===== src/rtl/reg_file_sb.sv =====
// Dual-write-port register file with write-through bypass and a per-register
// busy scoreboard for in-flight long-latency writes.
module reg_file_sb #(
    parameter int DATA_W   = 32,
    parameter int ADDR_W   = 5,
    parameter int ZERO_REG = 1,
    parameter int BYPASS   = 1
) (
    input  logic              clk,
    input  logic              rst,
    input  logic [ADDR_W-1:0] rf_ra0,
    input  logic [ADDR_W-1:0] rf_ra1,
    output logic [DATA_W-1:0] rf_rd0,
    output logic [DATA_W-1:0] rf_rd1,
    output logic              rf_busy0,
    output logic              rf_busy1,
    input  logic              rf_we0,
    input  logic [ADDR_W-1:0] rf_wa0,
    input  logic [DATA_W-1:0] rf_wd0,
    input  logic              rf_we1,
    input  logic [ADDR_W-1:0] rf_wa1,
    input  logic [DATA_W-1:0] rf_wd1,
    input  logic              sb_set,
    input  logic [ADDR_W-1:0] sb_wa,
    input  logic              sb_flush,
    input  logic [ADDR_W-1:0] dbg_reg_ra,
    output logic [DATA_W-1:0] dbg_reg_rd
);
    localparam int unsigned DEPTH = 2 ** ADDR_W;

    logic [DATA_W-1:0] r_mem [DEPTH];
    logic [DEPTH-1:0]  r_busy;
    logic [DEPTH-1:0]  w_busy_nxt;
    logic              w_we0_eff;
    logic              w_we1_eff;
    logic              w_we1_commit;
    logic              w_sb_eff;

    assign w_we0_eff    = rf_we0 && !(ZERO_REG != 0 && rf_wa0 == '0);
    assign w_we1_eff    = rf_we1 && !(ZERO_REG != 0 && rf_wa1 == '0);
    // Port 0 owns the address when both ports target the same register.
    assign w_we1_commit = w_we1_eff && !(w_we0_eff && rf_wa0 == rf_wa1);
    assign w_sb_eff     = sb_set && !(ZERO_REG != 0 && sb_wa == '0);

    // Set is applied after the write clears so a same-address collision stays busy.
    always_comb begin
        w_busy_nxt = r_busy;
        if (sb_flush) begin
            w_busy_nxt = '0;
        end else begin
            if (w_we0_eff) w_busy_nxt[rf_wa0] = 1'b0;
            if (w_we1_eff) w_busy_nxt[rf_wa1] = 1'b0;
            if (w_sb_eff)  w_busy_nxt[sb_wa]  = 1'b1;
        end
    end

    always_ff @(posedge clk or posedge rst) begin
        if (rst) begin
            for (int unsigned i = 0; i < DEPTH; i++) r_mem[i] <= '0;
            r_busy <= '0;
        end else begin
            if (w_we0_eff)    r_mem[rf_wa0] <= rf_wd0;
            if (w_we1_commit) r_mem[rf_wa1] <= rf_wd1;
            r_busy <= w_busy_nxt;
        end
    end

    function automatic logic [DATA_W-1:0] read_data(input logic [ADDR_W-1:0] ra);
        logic [DATA_W-1:0] v;
        v = r_mem[ra];
        if (BYPASS != 0) begin
            if (w_we0_eff && rf_wa0 == ra)      v = rf_wd0;
            else if (w_we1_eff && rf_wa1 == ra) v = rf_wd1;
        end
        if (ZERO_REG != 0 && ra == '0) v = '0;
        return v;
    endfunction

    function automatic logic read_busy(input logic [ADDR_W-1:0] ra);
        logic b;
        b = r_busy[ra];
        if (BYPASS != 0 && ((w_we0_eff && rf_wa0 == ra) || (w_we1_eff && rf_wa1 == ra)))
            b = 1'b0;
        if (ZERO_REG != 0 && ra == '0) b = 1'b0;
        return b;
    endfunction

    always_comb begin
        rf_rd0   = read_data(rf_ra0);
        rf_rd1   = read_data(rf_ra1);
        rf_busy0 = read_busy(rf_ra0);
        rf_busy1 = read_busy(rf_ra1);
    end

    assign dbg_reg_rd = r_mem[dbg_reg_ra];

endmodule


===== config.mk =====
export PLATFORM = sky130hd
export DESIGN_NAME = reg_file_sb
export DESIGN_NICKNAME = d
export VERILOG_FILES = /design/src/rtl/reg_file_sb.sv
export SDC_FILE = /design/constraint.sdc
export NUM_CORES = 2
export LEC_CHECK = 0
export BUFFER_PORTS_ARGS = -buffer_cell sky130_fd_sc_hd__clkbuf_2
export CORE_MARGIN = 2
export CORE_UTILIZATION = 48
export CTS_CLUSTER_SIZE = 14
export DETAILED_ROUTE_END_ITERATION = 16
export PLACE_DENSITY = 0.68
export RECOVER_POWER = 50
export SLEW_MARGIN = 20
export SYNTH_ARGS = -nofsm -noshare
export SYNTH_HDL_FRONTEND = slang
export SYNTH_SLANG_ARGS = --single-unit

===== constraint.sdc =====
create_clock -name clk -period 52.7 [get_ports clk]
set_input_delay 10.54 -clock clk [delete_from_list [all_inputs] [get_ports clk]]
set_output_delay 10.54 -clock clk [all_outputs]
set_load 0.05 [all_outputs]

Yosys cells after proc, flatten, opt, wreduce, memory -nomap -nowiden:

Cells that the tools add are included.

* output and inout port bits: 98
* input port bits: 100
* logic and storage cells: 131
* register bits after elaboration: 1056

* bitwise logic cells: 10
* eq/ne operators: 5
* order comparisons: 15
* reduce and logical (&&, ||, !) cells: 25
* multiplexer cells: 43

Operators by type and width (count)
* bitwise mux 1024 bit: 2
* 2-to-1 mux 1024 bit: 2
* 2-to-1 mux 32 bit: 20
* binary-select mux 32 bit (select 5 bit): 3
* demux 32 bit (select 5 bit): 2
* bitwise AND 32 bit: 2
* inverter 32 bit: 2
* OR 32 bit: 1
* greater-or-equal comparator 6 bit (second input constant): 5
* < comparator 5 x 6 -> 1 bit (second input constant): 5
* inverter 5 -> 6 bit: 5
* equality test 5 bit: 5
* logical NOT 5 bit: 5
* demux 1 bit (select 5 bit): 3
* greater-or-equal comparator 5 x 1 -> 1 bit (second input constant): 3
* logical AND 1 bit: 14
* < comparator 6 x 1 -> 1 bit (second input constant): 2
* binary-select mux 1 bit (select 5 bit): 2
* 2-to-1 mux 1 bit: 9
* logical NOT 1 bit: 4
* logical OR 1 bit: 2

Depth between registers and ports, before layout:

* depth after elaboration: 14
* depth in mapped cells: 10
* gate-level depth less buffers: 5

Worst setup path before layout:

OpenSTA, ideal clock, no wires.

* path kind: input to output
* start: input port rf_wa0[0]
* end: output port rf_rd1[21]
* data required time: 42160 ps
* arrival: 13263 ps
* slack: 28897 ps
* buffers on the path: 2
* cell stages on the path: 7
* path through: or2_1 buf_2 o41ai_2 nor4_1 or3b_1 clkbuf_1 o311ai_1

* cells in the longest elaborated chain, start to end: 6
* elaborated cells on any way between the ends: 7
* those cells by class: eq/ne: 1; mux: 2; reduce/logical: 4

Ends and longest elaborated chain
* from (decl): line 18 `input logic [ADDR_W-1:0] rf_wa0,`
* logical NOT 5 bit: line 39 `assign w_we0_eff = rf_we0 && !(ZERO_REG != 0 && rf_wa0 == '0);`
* logical NOT 1 bit: line 39
* logical AND 1 bit: line 39
* logical AND 1 bit (*): line 72 `if (w_we0_eff && rf_wa0 == ra) v = rf_wd0;`
* 2-to-1 mux 32 bit (*): line 72
* 2-to-1 mux 32 bit (*): line 75 `if (ZERO_REG != 0 && ra == '0) v = '0;`
* to (decl): line 14 `output logic [DATA_W-1:0] rf_rd1,`

Every way passes the cells marked *; elsewhere a longest branch is shown, timed or not.

Worst setup path in the final report:

* start: input port rf_ra1[0]
* end: output port rf_rd1[8]

* cells in the longest elaborated chain, start to end: 7
* elaborated cells on any way between the ends: 12
* those cells by class: eq/ne: 2; mux: 6; bitwise: 1; reduce/logical: 3

Ends and longest elaborated chain
* from (decl): line 12 `input logic [ADDR_W-1:0] rf_ra1,`
* inverter 5 -> 6 bit (not written as such): line 70 `v = r_mem[ra];`
* binary-select mux 32 bit (select 5 bit): line 70
* 2-to-1 mux 32 bit (not written as such) (2 in a row): line 70
* 2-to-1 mux 32 bit: line 73 `else if (w_we1_eff && rf_wa1 == ra) v = rf_wd1;`
* 2-to-1 mux 32 bit: line 72
* 2-to-1 mux 32 bit (*): line 75

Every way passes the cells marked *; elsewhere a longest branch is shown, timed or not. The select of a mux whose other input is x is not followed.

==> metrics.txt <==
Netlist Area Pre-Place=74440 µm²; met2 usage=54.69%; area grow syn2layout=7.839%; CP Class=in2out; post-route cell area=80280 µm²; RSZ-0062 raised after global routing=no; Chip Width=397.8 µm; syn nets=7143; fillers=13270; switch share=35.04%; Leakage=32.88 nW; Crit path largest cell delay=900 ps; Placed Area=76670 µm²; # Max-Cap Violations=57; Starting Density=48.32%; asr flop ratio synth=100.0%; I/O Pins=198; core area=154000 µm²; minimum clock period=25850 ps; H-Tree Depth=3; port buffer count=197; Fin Clk Skew=0 ps; cts bufs inserted=113; Skew-Pair Late Insertion Delay=730 ps; clk root buf=clkbuf_16; worst hold path type=reg2reg; GPL Wtd Cong=0.9731; FF/Latch Area=26430 µm²; GR Layer Usage met1=50.27%; Power Density=39.78 nW/µm²; Synth Instances=7043; ANT nets after route=0; DR pass1 iterations=9; P_int=2.074 mW; combinational share of power=31.0%; failing checks=max-capacitance violations, max-slew violations; Routed WL=325.0 mm; clock network fraction of total power=29.2%; Mapped Avg Cell Area=10.57 µm²; flops & latches, synth=1056; max-slew violations=1998; final hold violation count=0; largest net degree at the start of global routing=178; Reg clk slew, reported paths=60 ps; first-pass GRT wire length=459.7 mm; share of layout cells above drive strength 1=20.66%; CP startpoint kind=primary input; P_sw=1.119 mW; average wire per standard cell=36.98 µm; # DRC=0; DR vias/cell=7.444; vias in the first global route=61900; Tightest Pin Transition=8277 ps; maximum VDD drop=0.00003759 V; Final Setup Violations=0; Post-synth EDFFs=0; clock sink total=1056; WP data arrival=15310 ps; Setup Fix Bufs, Post-CTS=0; HPWL after detailed placement=181.7 mm; met3 usage=17.04%; Crit-path slowest cell=buf_4; sequential fraction of the synthesis area=35.50%; total number of yosys warnings=0; crit-path max FO=99; Rel. slew slack=-451.8%; period utilisation layout=49.05%; crit-path cells=buf_8 -> buf_12 -> buf_4 -> buf_4 -> mux4_2 -> a221oi_1 -> a21o_1 -> o221ai_1 -> clkbuf_2; CTS tree=yes; ys flop type=dfrtp_1; Yosys cell types=48; Seq pwr share=39.8%; post_cts resized=0; Most common cell on crit path=buf_4; Worst EP required=42160 ps; Critical Path End Type=output pin; via count=65420; Top Family by Delay on Critical Path=buffers and inverters; status=finished with violations; antenna violations before repair=24; die area=158300 µm²; FP Rows=144; GRT busiest layer=met2; total track usage=40.33%; Congestion Overflow GR=0; setup TNS=0 ps; CTS Hold Bufs=0; worst-case clock buffer depth=3; Die Y=397.8 µm; Multi-input gate area=44590 µm²; CP bufs+invs=5; Peak Freq=38.69 MHz; DRT iter0 DRCs=11560; Nets=6728
## flip-flops by register name, indices dropped and copies added (netlist names)
register  flops
r_mem      1024
r_busy       32
## placed cells by master (no fill, tap or decap), drive strengths merged, types with 37 or more instances in the layout
cell type  count
mux2i       1183
mux2         126
o221ai       125
nand2        320
o22ai         94
a22oi         49
a31oi         96
a21oi        971
inv           37
clkbuf       374
buf          142
dfrtp       1056
a211oi        62
mux4         696
nor2        1062
## layer usage
metal,vias to the layer above,routed length (µm)
li1,25500,-
met4,20,30470
met3,1654,53170
met1,31970,109900
met2,6277,131300
met5,-,159
## cell usage after synthesis, types with 11 or more instances
master | instances | area (µm²)
inv_1 | 35 | 131.4
nand3_1 | 32 | 160.2
buf_1 | 136 | 510.5
a211o_1 | 32 | 280.3
o2bb2ai_1 | 31 | 271.5
a22o_1 | 24 | 210.2
a31oi_1 | 96 | 600.6
o221ai_1 | 125 | 1095
xnor2_1 | 17 | 148.9
o311ai_2 | 22 | 357.8
buf_2 | 102 | 510.5
clkbuf_1 | 659 | 2474
a21oi_1 | 971 | 4860
a32oi_1 | 14 | 122.6
nand2b_1 | 11 | 68.82
nor2_1 | 1062 | 3986
mux4_2 | 696 | 15680
o22ai_1 | 94 | 588.1
a211oi_1 | 62 | 465.5
mux2i_1 | 1183 | 11840
mux2_2 | 126 | 1419
dfrtp_1 | 1056 | 26430
nand2_1 | 320 | 1201
a22oi_1 | 49 | 367.9
## layout make-up
cell class,instances,area share [%]
Inverter,35,0.1652
Multi-Input combinational cell,5054,55.55
Timing Repair Buffer,368,2.818
Clock buffer,148,3.949
Antenna cell,20,0.06234
Tap cell,2044,3.186
Sequential cell,1056,32.92
Clock inverter,63,1.356
## metrics by stage
stage | total power, mW | instances | util, % | hold slack, ps | worst slack [ps]
after global routing | 3.295 | 8775 | 52.09 | 431.3 | 25620
after CTS | 3.151 | 8767 | 52.53 | 417.2 | 26880
after floorplan | 1.949 | 7043 | - | 458.0 | 12440
after global placement | 2.186 | 8555 | 49.75 | 394.1 | 26900
final | 3.194 | 8788 | 52.11 | 414.1 | 26850
after detailed placement | 2.229 | 8556 | 49.77 | 403.4 | 26880
## logic make-up (layout without fill, tap and decap cells)
| family | count (synthesis) | count (layout) | synth area share, % |
|---|---|---|---|
| mux | 2005 | 2005 | 38.87 |
| compound gates | 1548 | 1548 | 12.70 |
| simple gates | 1476 | 1476 | 7.762 |
| flops | 1056 | 1056 | 35.50 |
| buf+inv | 933 | 614 | 4.878 |
| xor+xnor | 25 | 25 | 0.2941 |
| other cells | 0 | 20 | 0 |
## power groups by stage
stage / Clock (mW) / Sequential [mW] / Combinational (mW)
2_1_floorplan: 0 / 1.18 / 0.769
3_3_place_gp: 0 / 1.24 / 0.943
3_5_place_dp: 0 / 1.26 / 0.969
4_1_cts: 0.930 / 1.25 / 0.972
5_1_grt: 0.962 / 1.29 / 1.04
6_report: 0.933 / 1.27 / 0.990
## path summary, 6_finish.rpt
check / from / end / slack [ps] / cells after the start
min reg2reg: r_mem[1010] / r_mem[1010] / 410 / 0
max: rf_ra1[0] / rf_rd1[8] / 26850 / 9
max reg2reg: r_busy[28] / r_busy[28] / 51690 / 4
max in group asynchronous: rst / r_mem[105] / 28240 / 5
min: r_mem[1010] / r_mem[1010] / 410 / 0
min in group asynchronous: rst / r_mem[385] / 11470 / 2
(Power assumes the default switching activity.)
